<file path="src/rtl/cplx_pkg.sv">
// Shared definitions for the complex delay line: default widths, the
// delay-select width helper and the canonical complex sample layout.
package cplx_pkg;

  localparam int CPLX_DATA_W_DEF    = 32;
  localparam int CPLX_MAX_DEPTH_DEF = 16;

  // Width needed to express a delay of 0..max_depth.
  function automatic int cplx_sel_w(input int max_depth);
    return $clog2(max_depth + 1);
  endfunction

  // One complex sample as carried by each stage: qualifier plus both parts.
  typedef struct packed {
    logic                       valid;
    logic [CPLX_DATA_W_DEF-1:0] re;
    logic [CPLX_DATA_W_DEF-1:0] img;
  } cplx_sample_t;

endpackage

</file>
<file path="src/rtl/cplx_stage.sv">
// One delay-line stage: enable-gated, async-reset register holding a
// complex sample. A flush drops the valid bit but keeps the data bits.
module cplx_stage #(
  parameter int DATA_W = 32
) (
  input  logic              i_clk,
  input  logic              i_rst_n,
  input  logic              i_en,
  input  logic              i_flush,
  input  logic              i_valid,
  input  logic [DATA_W-1:0] i_re,
  input  logic [DATA_W-1:0] i_img,
  output logic              o_valid,
  output logic [DATA_W-1:0] o_re,
  output logic [DATA_W-1:0] o_img
);

  logic              r_valid;
  logic [DATA_W-1:0] r_re;
  logic [DATA_W-1:0] r_img;

  // Stage register: reset clears, flush invalidates in place, enable shifts.
  always_ff @(posedge i_clk or negedge i_rst_n) begin
    if (!i_rst_n) begin
      r_valid <= 1'b0;
      r_re    <= '0;
      r_img   <= '0;
    end else if (i_flush) begin
      r_valid <= 1'b0;
    end else if (i_en) begin
      r_valid <= i_valid;
      r_re    <= i_re;
      r_img   <= i_img;
    end
  end

  assign o_valid = r_valid;
  assign o_re    = r_re;
  assign o_img   = r_img;

endmodule

</file>
<file path="src/rtl/cplx_delay_line.sv">
// Variable-depth delay line for complex samples. Output is taken from
// stage D-1, so a sample appears D enabled edges after it is accepted.
// A change of the requested delay flushes the valid bits of every stage.
// Optional build macro CPLX_DELAY_CLR_EN adds a clr input that clears all
// valid bits on any rising edge, independent of en.
module cplx_delay_line
  import cplx_pkg::*;
#(
  parameter  int DATA_W    = CPLX_DATA_W_DEF,
  parameter  int MAX_DEPTH = CPLX_MAX_DEPTH_DEF,
  localparam int SEL_W     = cplx_sel_w(MAX_DEPTH)
) (
  input  logic              clk,
  input  logic              rst_n,
  input  logic              en,
`ifdef CPLX_DELAY_CLR_EN
  input  logic              clr,
`endif
  input  logic              in_valid,
  input  logic [DATA_W-1:0] in_re,
  input  logic [DATA_W-1:0] in_img,
  input  logic [SEL_W-1:0]  delay_sel,
  output logic              out_valid,
  output logic [DATA_W-1:0] out_re,
  output logic [DATA_W-1:0] out_img
);

  logic [SEL_W-1:0]  r_d_q;
  logic [SEL_W-1:0]  w_d_req;
  logic [SEL_W-1:0]  w_tap;
  logic              w_chg;
  logic              w_flush;

  logic              w_st_valid [MAX_DEPTH];
  logic [DATA_W-1:0] w_st_re    [MAX_DEPTH];
  logic [DATA_W-1:0] w_st_img   [MAX_DEPTH];

  // Clamp the requested delay into 1..MAX_DEPTH.
  always_comb begin
    w_d_req = delay_sel;
    if (delay_sel == '0) begin
      w_d_req = SEL_W'(1);
    end else if (delay_sel > SEL_W'(MAX_DEPTH)) begin
      w_d_req = SEL_W'(MAX_DEPTH);
    end
  end

  // A delay change only counts on an enabled edge; clr merges into the same flush.
  assign w_chg = en && (w_d_req != r_d_q);
`ifdef CPLX_DELAY_CLR_EN
  assign w_flush = w_chg || clr;
`else
  assign w_flush = w_chg;
`endif

  // Effective delay register, tracks the clamped request on enabled edges.
  always_ff @(posedge clk or negedge rst_n) begin
    if (!rst_n) begin
      r_d_q <= SEL_W'(1);
    end else if (en) begin
      r_d_q <= w_d_req;
    end
  end

  // Stage chain: stage 0 takes the inputs, stage k takes stage k-1.
  for (genvar g = 0; g < MAX_DEPTH; g++) begin : g_stage
    logic              w_in_valid;
    logic [DATA_W-1:0] w_in_re;
    logic [DATA_W-1:0] w_in_img;

    if (g == 0) begin : g_head
      assign w_in_valid = in_valid;
      assign w_in_re    = in_re;
      assign w_in_img   = in_img;
    end else begin : g_link
      assign w_in_valid = w_st_valid[g-1];
      assign w_in_re    = w_st_re[g-1];
      assign w_in_img   = w_st_img[g-1];
    end

    cplx_stage #(
      .DATA_W (DATA_W)
    ) u_stage (
      .i_clk   (clk),
      .i_rst_n (rst_n),
      .i_en    (en),
      .i_flush (w_flush),
      .i_valid (w_in_valid),
      .i_re    (w_in_re),
      .i_img   (w_in_img),
      .o_valid (w_st_valid[g]),
      .o_re    (w_st_re[g]),
      .o_img   (w_st_img[g])
    );
  end

  assign w_tap = r_d_q - SEL_W'(1);

  // Output tap mux: select stage D-1 straight from the stage registers.
  always_comb begin
    out_valid = 1'b0;
    out_re    = '0;
    out_img   = '0;
    for (int i = 0; i < MAX_DEPTH; i++) begin
      if (w_tap == SEL_W'(i)) begin
        out_valid = w_st_valid[i];
        out_re    = w_st_re[i];
        out_img   = w_st_img[i];
      end
    end
  end

endmodule

</file>
<file path="config.mk">
export PLATFORM = sky130hd
export DESIGN_NAME = cplx_delay_line
export DESIGN_NICKNAME = d
export VERILOG_FILES = /design/src/rtl/cplx_pkg.sv /design/src/rtl/cplx_stage.sv /design/src/rtl/cplx_delay_line.sv
export SDC_FILE = /design/constraint.sdc
export NUM_CORES = 1
export LEC_CHECK = 0
export CORE_MARGIN = 5
export CORE_UTILIZATION = 33
export CTS_BUF_LIST = sky130_fd_sc_hd__clkbuf_4
export DETAILED_ROUTE_END_ITERATION = 8
export PLACE_DENSITY = 0.52
export SLEW_MARGIN = 20
export SYNTH_ARGS = -nofsm -noshare
export SYNTH_HDL_FRONTEND = slang
export SYNTH_SLANG_ARGS = --single-unit
</file>
<file path="constraint.sdc">
create_clock -name clk -period 2.25 [get_ports clk]
set_clock_uncertainty 0.15 [all_clocks]
set_input_delay 0.45 -clock clk [delete_from_list [all_inputs] [get_ports clk]]
set_output_delay 0.45 -clock clk [all_outputs]
set_load 0.01 [all_outputs]
</file>
# Word-level counts from Yosys, hierarchy flattened
# Cells that the tools add are included.
word_totals:
  input_bits: 73
  out_inout_bits: 65
  register_bits: 1045
  word_cells: 155
op_classes:
  eq_ne: 16
  n_lt_le_gt_ge: 1
  bitwise_logic: 1
  n_mux: 82
  n_addsub: 1
  n_reduce_logical: 5
op_table:
  columns: ["operator", "count"]
  rows:
  - ["$mux W32", 32]
  - ["$mux W1", 48]
  - ["$eq A5 B4 Y1 const B", 8]
  - ["$eq A5 B3 Y1 const B", 4]
  - ["$eq A5 B2 Y1 const B", 2]
  - ["$logic_not A5 Y1", 2]
  - ["$mux W5", 2]
  - ["$eq A5 B1 Y1 const B", 1]
  - ["$gt A5 B5 Y1 const B", 1]
  - ["$ne A5 B5 Y1", 1]
  - ["$sub A5 B1 Y5 const B", 1]
  - ["$reduce_and A2 Y1", 1]
  - ["$reduce_bool A2 Y1", 1]
  - ["$logic_and A1 B1 Y1", 1]
  - ["$not A1 Y1", 1]

# Logic depth before layout (Yosys ltp)
logic_depth:
  word_depth: 18
  ltp_mapped: 9
  depth_no_buf: 5

# Modules after synthesis
# Synthesis repeated with hierarchy kept, for this count alone.
hier_totals:
  hier_cells: 3771
  area_unflattened_um2: 54218.2
by_module_without_submodules:
  columns: ["mod", "seq_area_each_um2", "area_per_inst_um2", "instances", "cells_per_inst"]
  rows:
  - ["cplx_stage", 1626.6, 2740.1, 16, 139]
  - ["cplx_delay_line", 126.4, 10376.2, 1, 1547]

# Least setup slack after synthesis
# Ideal clock, no wire load.
synth_path:
  kind: "register to output"
  from: "register r_d_q[0]"
  to: "output port out_re[31]"
  n_path_buf: 5
  required_time_ns: 1.650
  path_slack_ns: -0.387
  stages_incl_launch_ff: 10
  t_arrival_ns: 2.037
  path_cell_list: "dfstp_2 > buf_4 > buf_4 > buf_4 > buf_2 > buf_2 > o221ai_1 > o211ai_1 > o221ai_1 > a311oi_1"
synth_between:
  elab_chain_cells: 18
  word_cells_on_any_way: 33
  cone_classes: "1 x add/sub; 15 x eq/ne; 16 x mux; 1 x reduce/logical"
synth_rtl:
  columns: ["item", "line_no", "rtl"]
  rows:
  - ["from (decl)", "cplx_delay_line.sv:28", "logic [SEL_W-1:0] r_d_q;"]
  - ["from (signal assigned)", "cplx_delay_line.sv:61", "r_d_q <= w_d_req;"]
  - ["$sub A5 B1 Y5 (*)", "cplx_delay_line.sv:97", "assign w_tap = r_d_q - SEL_W'(1);"]
  - ["$logic_not A5 Y1", "cplx_delay_line.sv:105", "if (w_tap == SEL_W'(i)) begin"]
  - ["$mux W32 (15 in a row)", "cplx_delay_line.sv:105", null]
  - ["$mux W32 (*)", "cplx_delay_line.sv:105", null]
  - ["to (decl)", "cplx_delay_line.sv:24", "output logic [DATA_W-1:0] out_re,"]
# Mark *: on every way between the ends. The rest lies on a longest branch, timed or not.

# Worst setup path after layout
layout_path:
  from: "register r_d_q[1]"
  to: "output port out_re[17]"
# Same word-level chain as after synthesis.

==> metrics.txt <==
syn_area_per_cell=12.7 um2; hold crit path type=primary input to register; Root Driver=clkbuf_4; ys async rst share=100%; final wirelength=164 mm; crit end category=primary output; Slew headroom=56.1%; Synth area leaders=dfrtp_1 54%, mux2_2 15%, mux2_1 9.2%; commonest non-fill, non-tap cell in the layout=dfrtp_1; Final Max Slew Viols=0; Synth Register Bits=1,045; register area=0.0262 mm2; kind of critical path=register to primary output; crit-path most repeated cell=buf_6; largest net degree at the start of global routing=114; top cell type's share of synthesized area=53.6%; Final Hold Viols=0; post-route setup slack=-2070 ps; H-tree Lvls=5; row count=141; worst vdd ir=0.459 mV; Synth cell types=75; WP data required=1650 ps; initial core utilization=33.1%; GPL Wtd Cong=0.844; Max FO, Critical Path=8; Power Internal=37.4 mW; worst-path cell chain=buf_6, or4b_4, buf_12, buf_6, o211ai_1, o21ai_1, a221oi_2, buf_2; initial DRC count=2,598; sequential fraction of the synthesis area=53.7%; combinational power share=23.1%; status=complete, but fails checks; initial antenna violation count=12; post-place setup slack=-1340 ps; mapped cell area=0.0487 mm2; gr usage total=20.5%; HPWL Detailed=110 mm; Antenna Nets Post-Route=0; Pwr Density=757 mW/mm2; Finished Layout Cells=7,363; Synth-to-Final Area Change=42.3%; vias in the first global route=38,600; Avg WL per Cell=22.3 um; total core area=0.147 mm2; placed cell count=6,593; clk sinks=1,045; Multi-input gate area=0.0228 mm2; Cells after Synth=3,828; area leader, netlist=dfrtp_1; Clock Latency Late Sink=1280 ps; die area=0.155 mm2; Final period util=192%; number of vias per cell=5.10; worst-margin pin slew=659 ps; Worst-path clk slew=70 ps; Main synth FF type=dfrtp_1; total grt overflow=0; Final setup violation count=1,105; Leakage=34.0 nW; Sw Pwr=15.1 mW; Synth warnings=0; CTS tree=yes; via count=37,500; Die Ht=394 um; DR pass1 iterations=8; commonest cells after routing, fill and taps aside=1,040 x dfrtp_1, 885 x buf_4, 637 x mux2_2; Tot Pwr=52.5 mW; Tmin final=4320 ps; violated checks=setup timing; Clk network pwr share=34.5%; post-synth net total=3,901; FILL cells=13,300; CP max-delay cell=or4b_4; Flop pwr share=42.4%; CTS max path bufs=4; share of layout cells above drive strength 1=49.9%; Critical Path Start Type=register; die width=394 um; switching share of power=28.8%; Post-synth EDFFs=0; global-route wire length before repair=245 mm; CP arrival=3720 ps; Port-buffer cells=137; fin nets=5,288; max_cap viols=0; Post-route DRC=0; RSZ-0062 raised after global routing=true; I/O pin total=138; Critical Path Max Stage Delay=520 ps; FMAX=232 MHz; CTS Buf Count=310
==> synthesized netlist by cell type (all sizes together) (3+ instances only) <==
cell type / instances
dfrtp: 1044
mux2: 1039
buf: 214
o21ai: 172
nor2: 165
clkbuf: 101
nand3: 89
a21oi: 86
o211ai: 69
nor3: 59
inv: 58
o22ai: 53
a211oi: 52
a222oi: 52
a22oi: 52
a22o: 49
a2bb2oi: 46
nand2b: 41
nor2b: 40
nand2: 35
a21boi: 31
mux2i: 31
a21o: 29
a31oi: 27
o2bb2ai: 27
o32ai: 22
o22a: 17
o221ai: 11
a221o: 8
and3: 8
or2: 8
a32oi: 6
o2111ai: 6
o21a: 6
or3: 6
a2111oi: 5
a221oi: 5
and3b: 5
nand3b: 5
o31ai: 5
or3b: 5
nand4: 4
nor4: 4
o21bai: 3
o32a: 3
==> critical path, delay by kind of cell (launching register included) <==
family | cells | cell delay, ps
flops | 1 | 490
compound gates | 3 | 830
buf+inv | 4 | 630
simple gates | 1 | 520
==> power groups by stage <==
| stage | Combinational (mW) | Sequential (mW) | Clock [mW] |
|---|---|---|---|
| after floorplan | 4.39 | 22.1 | 0 |
| after global placement | 10.6 | 22.5 | 0 |
| after detailed placement | 10.8 | 22.6 | 0 |
| after CTS | 11.7 | 22.2 | 18.8 |
| after global routing | 13.0 | 22.5 | 19.9 |
| final | 12.1 | 22.3 | 18.1 |
==> routing by layer <==
| metal | GRT usage (%) | up-vias | wire, um |
|---|---|---|---|
| met5 | 0 | - | 13 |
| met4 | 5.62 | 2 | 3400 |
| met3 | 5.23 | 218 | 10900 |
| met2 | 29.5 | 1079 | 69800 |
| met1 | 30.4 | 18900 | 79800 |
| li1 | - | 17300 | - |
==> flip-flops by register name, indices dropped and copies added (netlist names) <==
name,cells
g_stage.u_stage.o_valid,16
g_stage.u_stage.o_img,512
r_d_q,5
g_stage.u_stage.o_re,512
==> metrics by stage <==
stage               cell area (um2)  hold slack, ps  TNS, ps  util (%)
floorplan                     49400            4.41    -9640         -
global placement              60400             215  -765650      41.0
detailed placement            60400             216  -784130      41.0
CTS                           67600            12.4  -643880      45.9
global route                  69400            49.9  -845380      47.1
finish                        69400             188  -761750      47.1
==> what timing repair did <==
item / CTS / global route
gates resized for setup: 618 / 212
setup endpoints to repair: 1105 / 1106
hold endpoints to repair: 1126 / 0
buffers inserted: 96 / 58
pin swaps: 147 / 119
hold buffers: 84 / 0
cloned: 17 / 17
==> path summary, 6_finish.rpt <==
path	endpoint	start	slack, ps	cells past startpoint
setup reg to reg	g_stage[12].u_stage.o_re[18]	r_d_q[4]	-790	13
max in group asynchronous	g_stage[7].u_stage.o_img[26]	rst_n	350	7
hold reg to reg	g_stage[13].u_stage.o_re[13]	g_stage[12].u_stage.o_re[13]	320	1
setup / recovery	out_re[17]	r_d_q[1]	-2070	8
min in group asynchronous	g_stage[10].u_stage.o_re[20]	rst_n	670	5
hold / removal	g_stage[0].u_stage.o_img[17]	in_img[17]	190	3
==> cells by family after synthesis <==
| logic type | share of synthesized area, % |
|---|---|
| DFF | 53.7 |
| AOI/OAI and AO/OA | 12.5 |
| buffers and inverters | 4.11 |
| xor gates and xnor gates | 0.0539 |
| muxes | 24.6 |
| and+or+nand+nor | 5.07 |
==> cell type report <==
cell class	instances	share of cell area [%]
Sequential cell	1045	37.7
Multi-Input combinational cell	2410	32.8
Timing Repair Buffer	1389	20.1
Clock buffer	471	5.10
Tap cell	1930	3.48
Clock inverter	47	0.413
Inverter	59	0.330
Antenna cell	12	0.0433
Power figures use the tool's default switching activity.
